==> src/rtl/seven_seg_pkg.sv <==
// ============================================================================
// Module      : seven_seg_pkg
// Description : Shared glyph table, scan phase type and dwell helper for the
//               seven-segment scan driver.
// Revision    : 1.0 - initial release
// ============================================================================
`default_nettype none

package seven_seg_pkg;

    typedef enum logic [0:0] {
        PH_BLANK = 1'b0,
        PH_ON    = 1'b1
    } phase_e;

    // Active-high {g,f,e,d,c,b,a} patterns for hex digits 0..F
    localparam logic [6:0] c_GLYPH_TABLE [16] = '{
        7'h3F, 7'h06, 7'h5B, 7'h4F, 7'h66, 7'h6D, 7'h7D, 7'h27,
        7'h7F, 7'h6F, 7'h5F, 7'h7C, 7'h39, 7'h5E, 7'h79, 7'h71
    };

    function automatic int dwell_cycles(input int clk_hz, input int refresh_hz,
                                        input int n_digits);
        return clk_hz / (refresh_hz * n_digits);
    endfunction

endpackage

`default_nettype wire

==> src/rtl/seven_seg_glyph_rom.sv <==
// ============================================================================
// Module      : seven_seg_glyph_rom
// Description : Combinational hex nibble to active-high segment pattern.
// Revision    : 1.0 - initial release
// ============================================================================
`default_nettype none

module seven_seg_glyph_rom
    import seven_seg_pkg::*;
(
    input  logic [3:0] nibble_i,
    output logic [6:0] glyph_o
);

    assign glyph_o = c_GLYPH_TABLE[nibble_i];

endmodule

`default_nettype wire

==> src/rtl/seven_segment_scan_driver.sv <==
// ============================================================================
// Module      : seven_segment_scan_driver
// Description : Time-multiplexed N-digit seven-segment driver with blanking,
//               double-buffered input, digit enables, dp and zero suppression.
// Revision    : 1.0 - initial release
// ============================================================================
`default_nettype none

module seven_segment_scan_driver
    import seven_seg_pkg::*;
#(
    parameter int N_DIGITS       = 4,
    parameter int CLK_HZ         = 100_000_000,
    parameter int REFRESH_HZ     = 1000,
    parameter int BLANK_CYCLES   = 16,
    parameter bit SEG_ACTIVE_LOW = 1'b1,
    parameter bit AN_ACTIVE_LOW  = 1'b1
)
(
    input  logic                  clk,
    input  logic                  rst_n,
    input  logic [4*N_DIGITS-1:0] value,
    input  logic [N_DIGITS-1:0]   dp_in,
    input  logic [N_DIGITS-1:0]   digit_en,
    input  logic                  lz_suppress,
    input  logic                  load,
    output logic [6:0]            seg,
    output logic                  dp,
    output logic [N_DIGITS-1:0]   an,
    output logic                  frame_tick
);

    localparam int c_DWELL     = dwell_cycles(CLK_HZ, REFRESH_HZ, N_DIGITS);
    localparam int c_CW        = (c_DWELL > 1) ? $clog2(c_DWELL) : 1;
    localparam int c_IW        = (N_DIGITS > 1) ? $clog2(N_DIGITS) : 1;
    localparam int c_ON_CYCLES = c_DWELL - BLANK_CYCLES;

    localparam logic [c_CW-1:0]     c_BLANK_LAST = c_CW'((BLANK_CYCLES > 0) ? BLANK_CYCLES - 1 : 0);
    localparam logic [c_CW-1:0]     c_ON_LAST    = c_CW'((c_ON_CYCLES > 0) ? c_ON_CYCLES - 1 : 0);
    localparam logic [c_IW-1:0]     c_LAST_IDX   = c_IW'(N_DIGITS - 1);
    localparam logic [6:0]          c_SEG_DARK   = SEG_ACTIVE_LOW ? 7'h7F : 7'h00;
    localparam logic                c_DP_DARK    = SEG_ACTIVE_LOW;
    localparam logic [N_DIGITS-1:0] c_AN_DARK    = AN_ACTIVE_LOW ? {N_DIGITS{1'b1}} : {N_DIGITS{1'b0}};

    if (N_DIGITS < 1 || N_DIGITS > 8) begin : g_bad_digits
        $error("seven_segment_scan_driver: N_DIGITS must be 1..8");
    end
    if (c_DWELL < BLANK_CYCLES + 1) begin : g_bad_dwell
        $error("seven_segment_scan_driver: dwell too short for BLANK_CYCLES");
    end

    phase_e                phase_q, phase_d;
    logic [c_IW-1:0]       idx_q, idx_d;
    logic [c_CW-1:0]       cnt_q, cnt_d;
    logic                  wrap_q, wrap_d;

    logic [4*N_DIGITS-1:0] pend_val_q, disp_val_q;
    logic [N_DIGITS-1:0]   pend_dp_q, disp_dp_q;
    logic [N_DIGITS-1:0]   pend_en_q, disp_en_q;
    logic                  pend_lz_q, disp_lz_q;
    logic                  pend_valid_q;

    logic [6:0]            seg_q, seg_d;
    logic                  dp_q, dp_d;
    logic [N_DIGITS-1:0]   an_q, an_d;
    logic                  frame_tick_q;

    logic                  w_swap;
    logic                  w_zero_run;
    logic [N_DIGITS-1:0]   w_supp;
    logic [3:0]            w_nib;
    logic [6:0]            w_glyph;
    logic                  w_lit;
    logic [N_DIGITS-1:0]   w_onehot;

    // ---------------- scan state register ----------------
    always_ff @(posedge clk or negedge rst_n) begin
        if (!rst_n) begin
            phase_q <= PH_BLANK;
            idx_q   <= '0;
            cnt_q   <= '0;
            wrap_q  <= 1'b0;
        end else begin
            phase_q <= phase_d;
            idx_q   <= idx_d;
            cnt_q   <= cnt_d;
            wrap_q  <= wrap_d;
        end
    end

    // ---------------- next-state logic ----------------
    always_comb begin
        phase_d = phase_q;
        idx_d   = idx_q;
        cnt_d   = cnt_q + c_CW'(1);
        wrap_d  = 1'b0;
        case (phase_q)
            PH_BLANK: begin
                if (cnt_q == c_BLANK_LAST) begin
                    phase_d = PH_ON;
                    cnt_d   = '0;
                end
            end
            PH_ON: begin
                if (cnt_q == c_ON_LAST) begin
                    phase_d = PH_BLANK;
                    cnt_d   = '0;
                    if (idx_q == c_LAST_IDX) begin
                        idx_d  = '0;
                        wrap_d = 1'b1;
                    end else begin
                        idx_d  = idx_q + c_IW'(1);
                    end
                end
            end
            default: begin
                phase_d = PH_BLANK;
                cnt_d   = '0;
            end
        endcase
    end

    // Buffer swap happens as digit 0 enters its lit phase so a frame never tears
    assign w_swap = (phase_q == PH_BLANK) && (phase_d == PH_ON) && (idx_q == '0);

    always_ff @(posedge clk or negedge rst_n) begin
        if (!rst_n) begin
            pend_val_q   <= '0;
            pend_dp_q    <= '0;
            pend_en_q    <= '0;
            pend_lz_q    <= 1'b0;
            pend_valid_q <= 1'b0;
            disp_val_q   <= '0;
            disp_dp_q    <= '0;
            disp_en_q    <= '0;
            disp_lz_q    <= 1'b0;
        end else begin
            if (load && !w_swap) begin
                pend_val_q   <= value;
                pend_dp_q    <= dp_in;
                pend_en_q    <= digit_en;
                pend_lz_q    <= lz_suppress;
                pend_valid_q <= 1'b1;
            end else if (w_swap) begin
                pend_valid_q <= 1'b0;
            end

            if (w_swap && load) begin
                disp_val_q <= value;
                disp_dp_q  <= dp_in;
                disp_en_q  <= digit_en;
                disp_lz_q  <= lz_suppress;
            end else if (w_swap && pend_valid_q) begin
                disp_val_q <= pend_val_q;
                disp_dp_q  <= pend_dp_q;
                disp_en_q  <= pend_en_q;
                disp_lz_q  <= pend_lz_q;
            end
        end
    end

    // A digit is suppressed while it and every digit above it are zero
    always_comb begin
        w_zero_run = 1'b1;
        w_supp     = '0;
        for (int i = N_DIGITS - 1; i >= 1; i--) begin
            w_zero_run = w_zero_run && (disp_val_q[4*i +: 4] == 4'h0);
            w_supp[i]  = disp_lz_q && w_zero_run;
        end
    end

    assign w_nib    = disp_val_q[{idx_q, 2'b00} +: 4];
    assign w_lit    = disp_en_q[idx_q] && !w_supp[idx_q];
    assign w_onehot = N_DIGITS'(1) << idx_q;

    seven_seg_glyph_rom u_glyph_rom (
        .nibble_i (w_nib),
        .glyph_o  (w_glyph)
    );

    // ---------------- output logic ----------------
    always_comb begin
        seg_d = c_SEG_DARK;
        dp_d  = c_DP_DARK;
        an_d  = c_AN_DARK;
        if (phase_q == PH_ON) begin
            an_d = AN_ACTIVE_LOW ? ~w_onehot : w_onehot;
            if (w_lit) begin
                seg_d = SEG_ACTIVE_LOW ? ~w_glyph : w_glyph;
                dp_d  = SEG_ACTIVE_LOW ? ~disp_dp_q[idx_q] : disp_dp_q[idx_q];
            end
        end
    end

    always_ff @(posedge clk or negedge rst_n) begin
        if (!rst_n) begin
            seg_q        <= c_SEG_DARK;
            dp_q         <= c_DP_DARK;
            an_q         <= c_AN_DARK;
            frame_tick_q <= 1'b0;
        end else begin
            seg_q        <= seg_d;
            dp_q         <= dp_d;
            an_q         <= an_d;
            frame_tick_q <= wrap_q;
        end
    end

    assign seg        = seg_q;
    assign dp         = dp_q;
    assign an         = an_q;
    assign frame_tick = frame_tick_q;

endmodule

`default_nettype wire

==> config.mk <==
export PLATFORM = sky130hd
export DESIGN_NAME = seven_segment_scan_driver
export DESIGN_NICKNAME = d
export VERILOG_FILES = /design/src/rtl/seven_seg_pkg.sv /design/src/rtl/seven_seg_glyph_rom.sv /design/src/rtl/seven_segment_scan_driver.sv
export SDC_FILE = /design/constraint.sdc
export NUM_CORES = 1
export LEC_CHECK = 0
export BUFFER_PORTS_ARGS = -buffer_cell sky130_fd_sc_hd__buf_4
export CAP_MARGIN = 20
export CORE_UTILIZATION = 64
export CTS_BUF_LIST = sky130_fd_sc_hd__clkbuf_8
export DETAILED_ROUTE_END_ITERATION = 8
export PLACE_DENSITY = 0.85
export SLEW_MARGIN = 20
export SYNTH_ARGS = -nofsm -noshare
export SYNTH_HDL_FRONTEND = slang
export SYNTH_SLANG_ARGS = --single-unit
==> constraint.sdc <==
create_clock -name clk -period 5.15 [get_ports clk]
set_input_delay 0.2575 -clock clk [delete_from_list [all_inputs] [get_ports clk]]
set_output_delay 0.2575 -clock clk [all_outputs]
set_load 0.05 [all_outputs]
==> summary.md <==
| Metric | Value |
|---|---|
| Mean Syn Cell Area | `about 11 um^2` |
| Die area | `just over 7000 um^2` |
| Count of final setup violators | `0` |
| # IOs | `about 40` |
| Routed via count | `~3200` |
| VDD IR max | `about 0.3 mV` |
| Total Routed Length | `8970 um` |
| DP Wirelength | `5760 um` |
| Worst-path maximum fanout | `29` |
| Post-Synthesis Cells | `between 300 and 400` |
| Initial core utilization | `between 60% and 70%` |
| CTS clk-pin slew, worst paths | `approximately 0.090 ns` |
| Yosys cell types | `52` |
| Clock group share of total power | `roughly a third` |
| EDFF count, synth | `0` |
| FF-to-FF path depth | `5` |
| Simple-gate share of the synthesized area | `14.7%` |
| Layout cells sized above 1 | `a little over a fifth` |
| Largest net degree at the start of global routing | `84` |
| Clock Skews | `about 0.012 ns` |
| Failing checks | `design-rule violations` |
| P_int | `1.09 mW` |
| Most frequent cells in the layout | `dfrtp_1 (71), nor2_1 (42), buf_4 (41)` |
| DR WL/cell | `18.4 um` |
| Compound-Gate Fraction of Synth Area | `between 10% and 20%` |
| CTS Buffer Depth | `2` |
| Setup crit end kind | `flip-flop` |
| Crit path time final | `about 2.7 ns` |
| Number of cells on the critical path | `5` |
| GP Congestion | `slightly below 0.9` |
| Root buf cell | `clkbuf_8` |
| Switching share of total power | `27.4%` |
| Leak pwr | `1.98 nW` |
| RSZ-0062 raised after global routing | `false` |
| Fmax | `between 300 and 400 MHz` |
| Hold Path Class | `in2reg` |
| Overall Global Routing Usage | `between 20 and 30%` |
| Total power | `~1.5 mW` |
| Filler cells | `441` |
| Period utilization | `about 53%` |
| Area of the multi-input gates | `around 2000 um^2` |
| Std-Cell Rows | `29` |
| Async SR Flop Fraction | `between 90% and 100%` |
| Slew Viols, Final | `0` |
| Adder-Cell Fraction of Synth Area | `around 3.2%` |
| TritonCTS clock tree | `done` |
| Relative slew slack | `between 30% and 40%` |
| Status | `complete, but fails checks` |
| Final antenna-violating net count | `0` |
| CP top delay family | `simple AND/OR/NAND/NOR gates` |
| Combinational share of power | `15.3%` |
| Core area | `between 6000 and 7000 um^2` |
| Max-cap viol count | `0` |
| PD cells | `approximately 310 nW/um^2` |
| Sequential share of the synthesized area | `48.5%` |
| Setup Crit Path Kind | `reg2reg` |
| Synth warn | `0` |
| Slew at the pin with the worst max-slew slack | `approximately 0.99 ns` |
| Clock Latency Late Sink | `approximately 0.36 ns` |
| Sum of buffers and inverters on the critical path | `1` |
| Syn_nets | `418` |
| Hold Vio Cnt, Final | `0` |
| Post-synthesis xor/xnor area fraction | `about 2.8%` |
| Req. time, crit path | `between 5 and 6 ns` |
| WP data arrival | `approximately 3.0 ns` |
| Initial antenna violation count | `0` |
| First-pass GRT wire length | `around 16000 um` |
| Initial drt markers | `~190` |
| Seq pwr share | `50.6%` |
| Post-CTS Setup Repair Bufs | `0` |
| Port Buf Inserts | `40` |
| Drc violations | `4` |
| Hold path cells | `2` |
| Synthesis-to-finish area growth | `10.7%` |
| Number of diodes | `0` |
| Vias in the first global route | `roughly 3200` |
| Critical path cell sequence | `or4_4, nor4_4, buf_4, a31o_2, mux2_1` |
| Most common cell after layout, fill and taps aside | `dfrtp_1` |
| Mapped cell area | `about 4300 um^2` |
| Mux contribution to synthesized area | `12.4%` |
| FF+latch area | `between 2000 and 2500 um^2` |
| Worst setup SP type | `flip-flop` |
| Slowest stage delay, CP | `0.65 ns` |
| FF+latch count, synth | `83` |
| Prevailing post-synth register cell | `dfrtp_1` |
| Die width | `between 80 and 90 um` |
| Nets@finish | `roughly 440` |
| CTS buffer count | `9` |
| Global route total overflow | `0` |
| Vias per cell | `6.53` |
| TNS Setup | `0 ns` |
| DRT Pass-1 Iters | `7` |
| Largest family of logic cells by synthesized area | `simple AND/OR/NAND/NOR gates` |
| Die height | `approximately 84 um` |
| Critical-path top delay cell | `a31o_2` |
| Switch Pwr | `roughly 0.4 mW` |
| CTS sink count | `83` |
| H-Tree Level Count | `3` |
[flip-flops by register name (all words and copies together) (netlist names)]
| name | cells |
|---|---|
| pend_lz_q | 1 |
| pend_valid_q | 1 |
| disp_en_q | 4 |
| disp_dp_q | 4 |
| frame_tick | 1 |
| phase_q | 1 |
| cnt_q | 15 |
| disp_val_q | 16 |
| an | 4 |
| dp | 1 |
| idx_q | 2 |
| disp_lz_q | 1 |
| pend_val_q | 16 |
| pend_dp_q | 4 |
| pend_en_q | 4 |
| wrap_q | 1 |
| seg | 7 |
[area by class of cell]
class,instances,area share (%)
timing repair buffer,43,6.89
clock inverter,7,1.94
multi-input combinational,260,42.1
clock buffer,9,2.59
sequential,83,43.8
inverter,8,0.629
tap,77,2.02
[timing repair]
action | in CTS | in global routing
endpoints found under the hold margin | 0 | 11
gates resized for setup | 0 | 0
hold buffers | 0 | 1
[per-layer routing]
layer  track usage (%)  up-vias  part of all wire [%]
li1                  -     1472                     -
met1              39.3     1564                    43
met2              44.0      134                    49
met3              5.93       12                   6.4
met4              11.0        0                   1.4
met5                 0        -                     0
[cell usage after synthesis (7+ instances only)]
cell type | number | area share (%)
nand3_1 | 11 | 1.3
ha_1 | 11 | 3.2
nor4_1 | 7 | 1.0
o221a_1 | 20 | 5.2
dfstp_2 | 12 | 7.3
nor2_1 | 42 | 3.7
nand2_1 | 14 | 1.2
dfrtp_1 | 71 | 41
nor3_1 | 32 | 3.7
a31oi_1 | 21 | 3.0
xor2_1 | 8 | 1.6
mux2_1 | 27 | 7.0
clkbuf_1 | 15 | 1.3
mux2i_1 | 12 | 2.8
[logic make-up (layout without fill, tap and decap cells)]
family / Yosys count / count (layout)
AND/OR/NAND/NOR: 122 / 122
flip-flops: 83 / 83
AO/OA/AOI/OAI: 68 / 68
multiplexers: 45 / 45
buffers and inverters: 36 / 67
XOR/XNOR: 14 / 14
adder cells (fa/ha/maj): 11 / 11
[power by group through the flow]
stage | clock network [mW] | registers [mW] | logic [mW]
after global placement | 0 | 0.766 | 0.219
after floorplan | 0 | 0.794 | 0.125
after CTS | 0.518 | 0.757 | 0.229
final | 0.511 | 0.758 | 0.229
after global routing | 0.546 | 0.765 | 0.250
after detailed placement | 0 | 0.769 | 0.227
[final timing paths]
check	startpoint	to	slack, ns
max in group asynchronous	rst_n	pend_val_q[3]	4.17
setup / recovery	cnt_q[4]	pend_val_q[2]	2.43
hold reg to reg	wrap_q	frame_tick	0.36
hold / removal	value[8]	pend_val_q[8]	0.12
min in group asynchronous	rst_n	cnt_q[3]	0.50
setup reg to reg	cnt_q[4]	pend_val_q[2]	2.43
[through the flow]
stage / setup slack (ns) / utilization, % / std cells / hold WS (ns) / cell area (um^2)
after global routing: 2.29 / 74.3 / 487 / 0.105 / 4770
after global placement: 2.21 / 70.8 / 470 / 0.334 / 4540
final: 2.43 / 74.3 / 487 / 0.119 / 4770
after CTS: 2.09 / 74.1 / 486 / 0.0915 / 4760
after floorplan: 2.92 / - / 379 / -0.0381 / 4310
after detailed placement: 2.14 / 70.8 / 470 / 0.340 / 4540
No activity file was read; power rests on OpenSTA's default activity.
